==> src/rtl/popcnt_sched_pkg.sv <==
// popcnt_sched_pkg
// Shared types and helpers for the popcount scheduler slice.
//   state_t    : scheduler FSM states (IDLE, BUSY, HOLD)
//   STAT_W     : width of each per-requester grant counter
//   cnt_width  : bits needed to hold a count of 0..w ones
package popcnt_sched_pkg;

    typedef enum logic [1:0] {
        IDLE = 2'd0,
        BUSY = 2'd1,
        HOLD = 2'd2
    } state_t;

    localparam int STAT_W = 16;

    function automatic int cnt_width(input int w);
        return $clog2(w + 1);
    endfunction

endpackage

==> src/rtl/popcnt_core.sv <==
// popcnt_core
// Single-stage population count: the number of ones in data_i is
// registered on every edge where data_val_i is high.
// Ports:
//   clk_i      in  : clock, rising edge
//   arst_n_i   in  : asynchronous active-low reset
//   data_i     in  : WIDTH-bit word to count
//   data_val_i in  : data_i is to be captured this edge
//   data_o     out : registered count (0..WIDTH)
//   data_val_o out : data_o was captured on the previous edge
module popcnt_core
    import popcnt_sched_pkg::*;
#(
    parameter  int WIDTH = 16,
    localparam int CW    = cnt_width(WIDTH)
) (
    input  logic             clk_i,
    input  logic             arst_n_i,
    input  logic [WIDTH-1:0] data_i,
    input  logic             data_val_i,
    output logic [CW-1:0]    data_o,
    output logic             data_val_o
);

    logic [CW-1:0] ones_d;
    logic [CW-1:0] cnt_d;
    logic [CW-1:0] cnt_q;
    logic          val_d;
    logic          val_q;

    always_comb begin
        ones_d = '0;
        for (int i = 0; i < WIDTH; i++) begin
            ones_d = ones_d + CW'(data_i[i]);
        end
        // Hold the last count when idle so the output does not toggle needlessly.
        cnt_d = data_val_i ? ones_d : cnt_q;
        val_d = data_val_i;
    end

    always_ff @(posedge clk_i or negedge arst_n_i) begin
        if (!arst_n_i) begin
            cnt_q <= '0;
            val_q <= 1'b0;
        end else begin
            cnt_q <= cnt_d;
            val_q <= val_d;
        end
    end

    assign data_o     = cnt_q;
    assign data_val_o = val_q;

endmodule

==> src/rtl/popcnt_scheduler.sv <==
// popcnt_scheduler
// Shares one popcnt_core among N_REQ requesters. A round-robin arbiter
// grants one word at a time; each result is held in an output register,
// tagged with the requester ID, until the downstream accepts it.
// Optional feature macro: POPCNT_SCHED_STATS_EN (per-requester saturating
// 16-bit grant counters on stat_cnt_o).
// Ports:
//   clk_i       in  : clock, rising edge
//   arst_n_i    in  : asynchronous active-low reset
//   req_data_i  in  : requester words, requester k at [k*WIDTH +: WIDTH]
//   req_val_i   in  : per-requester valid
//   req_rdy_o   out : per-requester ready (one-hot or zero)
//   res_data_o  out : count of ones in the granted word
//   res_id_o    out : requester that produced the result
//   res_val_o   out : result valid
//   res_rdy_i   in  : downstream ready
//   stat_cnt_o  out : per-requester grant counters (stats build only)
module popcnt_scheduler
    import popcnt_sched_pkg::*;
#(
    parameter  int WIDTH = 16,
    parameter  int N_REQ = 4,
    localparam int CW    = cnt_width(WIDTH),
    localparam int IW    = $clog2(N_REQ)
) (
    input  logic                   clk_i,
    input  logic                   arst_n_i,
    input  logic [N_REQ*WIDTH-1:0] req_data_i,
    input  logic [N_REQ-1:0]       req_val_i,
    output logic [N_REQ-1:0]       req_rdy_o,
    output logic [CW-1:0]          res_data_o,
    output logic [IW-1:0]          res_id_o,
    output logic                   res_val_o,
    input  logic                   res_rdy_i
`ifdef POPCNT_SCHED_STATS_EN
    ,
    output logic [N_REQ*STAT_W-1:0] stat_cnt_o
`endif
);

    state_t            state_d, state_q;
    logic [IW-1:0]     last_d, last_q;
    logic [IW-1:0]     id_d, id_q;
    logic              res_val_d, res_val_q;
    logic [CW-1:0]     res_data_d, res_data_q;
    logic [IW-1:0]     res_id_d, res_id_q;

    logic              win_found;
    logic [IW-1:0]     win_idx;
    int                cand;
    logic              grant_en;
    logic              xfer;
    logic [WIDTH-1:0]  sel_word;
    logic [CW-1:0]     core_data;
    logic              core_val;

    // Round-robin search starting one past the last granted requester.
    always_comb begin
        win_found = 1'b0;
        win_idx   = '0;
        cand      = 0;
        for (int i = 1; i <= N_REQ; i++) begin
            cand = (int'(last_q) + i) % N_REQ;
            if (!win_found && req_val_i[cand[IW-1:0]]) begin
                win_found = 1'b1;
                win_idx   = cand[IW-1:0];
            end
        end
    end

    // Word mux with constant slices only.
    always_comb begin
        sel_word = '0;
        for (int k = 0; k < N_REQ; k++) begin
            if (IW'(k) == win_idx) begin
                sel_word = req_data_i[k*WIDTH +: WIDTH];
            end
        end
    end

    // Next-state, grant and result-register logic.
    always_comb begin
        state_d    = state_q;
        last_d     = last_q;
        id_d       = id_q;
        res_val_d  = res_val_q;
        res_data_d = res_data_q;
        res_id_d   = res_id_q;
        req_rdy_o  = '0;
        grant_en   = 1'b0;

        case (state_q)
            IDLE: begin
                grant_en = 1'b1;
                if (win_found) begin
                    state_d = BUSY;
                end
            end
            BUSY: begin
                state_d = HOLD;
            end
            HOLD: begin
                if (res_rdy_i) begin
                    // Result leaves and the next word (if any) enters on the same edge.
                    grant_en  = 1'b1;
                    res_val_d = 1'b0;
                    state_d   = win_found ? BUSY : IDLE;
                end
            end
            default: begin
                state_d = IDLE;
            end
        endcase

        // Ready is forced low while reset is held so no handshake can complete.
        xfer = grant_en && win_found && arst_n_i;
        if (xfer) begin
            req_rdy_o[win_idx] = 1'b1;
            last_d             = win_idx;
            id_d               = win_idx;
        end

        // The core output is valid exactly in BUSY; capture it with its tag.
        if (core_val) begin
            res_val_d  = 1'b1;
            res_data_d = core_data;
            res_id_d   = id_q;
        end
    end

    always_ff @(posedge clk_i or negedge arst_n_i) begin
        if (!arst_n_i) begin
            state_q    <= IDLE;
            last_q     <= IW'(N_REQ - 1);
            id_q       <= '0;
            res_val_q  <= 1'b0;
            res_data_q <= '0;
            res_id_q   <= '0;
        end else begin
            state_q    <= state_d;
            last_q     <= last_d;
            id_q       <= id_d;
            res_val_q  <= res_val_d;
            res_data_q <= res_data_d;
            res_id_q   <= res_id_d;
        end
    end

    popcnt_core #(
        .WIDTH (WIDTH)
    ) u_core (
        .clk_i      (clk_i),
        .arst_n_i   (arst_n_i),
        .data_i     (sel_word),
        .data_val_i (xfer),
        .data_o     (core_data),
        .data_val_o (core_val)
    );

    assign res_val_o  = res_val_q;
    assign res_data_o = res_data_q;
    assign res_id_o   = res_id_q;

`ifdef POPCNT_SCHED_STATS_EN
    // One saturating counter per requester, bumped on its handshake.
    for (genvar gi = 0; gi < N_REQ; gi++) begin : g_stat
        logic [STAT_W-1:0] stat_d;
        logic [STAT_W-1:0] stat_q;

        always_comb begin
            stat_d = stat_q;
            if (req_val_i[gi] && req_rdy_o[gi] && (stat_q != {STAT_W{1'b1}})) begin
                stat_d = stat_q + 1'b1;
            end
        end

        always_ff @(posedge clk_i or negedge arst_n_i) begin
            if (!arst_n_i) begin
                stat_q <= '0;
            end else begin
                stat_q <= stat_d;
            end
        end

        assign stat_cnt_o[gi*STAT_W +: STAT_W] = stat_q;
    end
`endif

endmodule
==> config.mk <==
export PLATFORM = sky130hd
export DESIGN_NAME = popcnt_scheduler
export DESIGN_NICKNAME = d
export VERILOG_FILES = /design/src/rtl/popcnt_sched_pkg.sv /design/src/rtl/popcnt_core.sv /design/src/rtl/popcnt_scheduler.sv
export SDC_FILE = /design/constraint.sdc
export NUM_CORES = 1
export LEC_CHECK = 0
export ABC_AREA = 1
export CORE_MARGIN = 4
export CORE_UTILIZATION = 45
export DETAILED_ROUTE_END_ITERATION = 12
export PLACE_DENSITY = 0.83
export SLEW_MARGIN = 10
export SYNTH_ARGS = -nofsm -noshare
export SYNTH_HDL_FRONTEND = slang
export SYNTH_SLANG_ARGS = --single-unit
export TNS_END_PERCENT = 30
==> constraint.sdc <==
create_clock -name clk_i -period 9.22 [get_ports clk_i]
set_input_delay 0.922 -clock clk_i [delete_from_list [all_inputs] [get_ports clk_i]]
set_output_delay 0.922 -clock clk_i [all_outputs]
set_load 0.005 [all_outputs]
==> summary.md <==
| Metric | Value |
|---|---|
| Status | finished clean |
| Busiest layer in global routing | met2 |
| RSZ-0062 raised after global routing | no |
| Crit path arrival time | 6.56 ns |
| Fillcell total | ~390 |
| Maximum fanout along the worst path | 22 |
| Share of post-route cells with drive strength above 1 | between 8 and 9% |
| Tcrit/Tclk final | 69.7% |
| Die area | 0.00565 mm² |
| Syn Nets | roughly 400 |
| H-Tree Depth | 1 |
| Worst-Margin Slew | 0.924 ns |
| Seq cells post-synth | 20 |
| RR Startpoint | last_q[0]$_DFFE_PN1P_ |
| Ant diodes | 0 |
| HP Class | reg -> reg |
| Clk Latency, worst-skew pair | 0.25 ns |
| CTS tree | done |
| Starting density of the core | 46.6% |
| CP Class | in -> reg |
| Setup TNS | 0 ns |
| Row count | 24 |
| DRT Pass-1 Iters | 4 |
| Final setup viols | 0 |
| Postcts setup bufs | 0 |
| Routed Antenna Nets | 0 |
| Drt first-iter violations | 165 |
| First-pass GRT wire length | just under 9 mm |
| Worst Setup SP | req_val_i[0] |
| Post-DP HPWL | 4.46 mm |
| Number of max-cap violations | 0 |
| Bufs on Longest Clock Path | 2 |
| Critical Path End | u_core.data_o[2]$_DFFE_PN0P_ |
| Via count | between 2,000 and 2,500 |
| IO Count | 83 |
| Cts bufs inserted | 3 |
| Drt drc | 0 |
| Max-slew violations | 0 |
| Post-Synthesis Cells | a little over 300 |
| Number of flops mapped to enable cells by yosys | 0 |
| Critical R2R Capture | u_core.data_o[2]$_DFFE_PN0P_ |
| Core area | 0.00435 mm² |
| CTS Hold Bufs | 0 |
| Sequential-to-total area share from yosys stat | roughly a quarter |
| Slew headroom | a little under two fifths |
| Met1 Use GR | 24.9% |
| Final net count | 473 |
| Peak Freq | 156 MHz |
| Root Driver | clkbuf_8 |
| Ys flop type | dfrtp_1 |
| Mean post-synth cell area | 6.57 µm² |
| Post-Route WL | 5.41 mm |
| CTS sink cnt | 20 |
| Initial antenna violation count | 0 |
| Reg2reg setup slack | 3.09 ns |
| Worst Setup End Kind | flop |
| Yosys Warn Count | 0 |
| Fin crit period | 6.42 ns |
| Syn Std Cell Area | 0.00203 mm² |
| Final Hold Viols | 0 |
| Met3 Use GR | 3.60% |
| Resize count post-CTS | 0 |
| Fraction of registers with async set/reset | 100% |
| Clock transition at the registers of the reported paths | around 0.070 ns |
| Met2 Track Usage GR | 34.4% |
| CP required | ~9.4 ns |
| Vias per cell | 5.03 |
| Area Overhead vs Synth | 43.2% |
| Die H | roughly 75 µm |
| Die width | around 75 µm |
| Vias in the first global route | 2,153 |
| Pin count of the biggest net entering global routing | 26 |
| # port buffers | 82 |
| Worst Setup Start Kind | input pin |
| GRT Residual Overflow | 0 |
| Yosys cell types | 30 |
| Clk_skew | 0.00278 ns |
| Drt wl/cell | 12.3 µm |
| Total GRT Usage | 20.2% |
| R2R depth | 25 |
| GPL Wtd Cong | 0.895 |
[final cells by class]
type | count | area [µm²] | area share [%]
Clock buffer | 4 | 55.1 | 1.89
Inverter | 51 | 191 | 6.58
Multi-Input combinational cell | 229 | 1270 | 43.8
Sequential cell | 20 | 503 | 17.3
Tap cell | 52 | 65.1 | 2.24
Timing Repair Buffer | 82 | 821 | 28.2
[metrics by stage]
step / cell area (µm²) / cells / hold WS (ns) / setup WS, ns / util, %
2_1_floorplan: 2030 / 309 / 0.443 / 3.59 / -
3_3_place_gp: 2850 / 434 / 0.453 / 2.65 / 65.5
3_5_place_dp: 2850 / 434 / 0.460 / 2.55 / 65.5
4_1_cts: 2910 / 438 / 0.474 / 2.81 / 66.8
5_1_grt: 2910 / 438 / 0.493 / 2.46 / 66.8
6_report: 2910 / 438 / 0.469 / 2.80 / 66.8
[kinds of logic after synthesis]
logic type	Yosys count	share of synthesized area (%)
DFF	20	24.8
and+or+nand+nor	185	42.1
AOI/OAI and AO/OA	28	7.21
buffers and inverters	60	12.6
xor gates and xnor gates	1	0.431
adders and majority gates	15	12.9
[cell usage in the layout (no fill, tap or decap), drive strengths merged]
cell	netlist	final
a21oi	6	6
clkbuf	1	4
clkdlybuf4s50	0	82
dfrtp	18	18
dfstp	2	2
fa	10	10
ha	5	5
inv	51	51
nand2	120	120
nand3	34	34
nand3b	1	1
nand4	8	8
nor2	15	15
nor3	1	1
o21ai	21	21
o31ai	1	1
or2	6	6
xnor2	1	1
[registers in the layout (all words and copies together), names as in the netlist]
register,cells
u_core.data_o,5
res_id_o,2
id_q,2
last_q,2
res_val_o,1
u_core.data_val_o,1
res_data_o,5
state_q,2
[metal layers]
layer  part of all wire (%)  wire [µm]
met3                    9.8        531
met2                     47       2520
met5                      0          0
met4                    2.2        119
met1                     41       2240
[Yosys cell counts, types with 2 or more instances]
master,number,area share [%]
or2_0,4,1.2
fa_1,10,9.9
nand2_4,2,1.1
nand2_1,108,20
o21ai_1,9,2.2
nor2_1,10,1.8
nor2_4,3,1.7
o21ai_0,11,2.7
nand4_1,7,2.2
dfrtp_1,18,22
nand2_2,10,3.1
ha_1,5,3.1
buf_2,3,0.74
inv_1,45,8.3
a21oi_1,6,1.5
dfstp_2,2,2.6
buf_4,3,1.1
nor2_2,2,0.62
inv_2,6,1.1
nand3_1,34,8.4
buf_6,2,1.1
[worst max-delay path, stage by stage]
cell and delay [ns]:
clkdlybuf4s50_1 0.45, inv_1 0.07, nand2_1 0.07, nand3_1 0.11
nand2_2 0.09, nor2_4 0.18, nand3b_2 0.12, nand2_4 0.21
inv_2 0.21, nor2_4 0.30, nand2_1 0.09, nand2_1 0.09
nand2_1 0.05, ha_1 0.29, fa_1 0.51, fa_1 0.52
fa_1 0.55, inv_1 0.06, fa_1 0.55, fa_1 0.18
inv_1 0.07, fa_1 0.43, or2_2 0.28, nand3_1 0.08
o21ai_1 0.06
[how the worst min path moves through the flow]
stage | start | end | cells after the start | slack [ns]
after floorplan | state_q[0]$_DFFE_PN0P_ | state_q[1]$_DFFE_PN0P_ | 1 | 0.44
after global placement | res_id_o[1]$_DFFE_PN0P_ | res_id_o[1]$_DFFE_PN0P_ | 2 | 0.45
after detailed placement | res_data_o[0]$_DFFE_PN0P_ | res_data_o[0]$_DFFE_PN0P_ | 2 | 0.46
after CTS | state_q[0]$_DFFE_PN0P_ | state_q[1]$_DFFE_PN0P_ | 1 | 0.47
after global routing | state_q[0]$_DFFE_PN0P_ | state_q[1]$_DFFE_PN0P_ | 1 | 0.49
final | res_data_o[0]$_DFFE_PN0P_ | res_data_o[0]$_DFFE_PN0P_ | 2 | 0.47
Power is left out: the tool's default activity adds up to more than one toggle a clock period on the data nets, which glitch-free logic cannot reach.
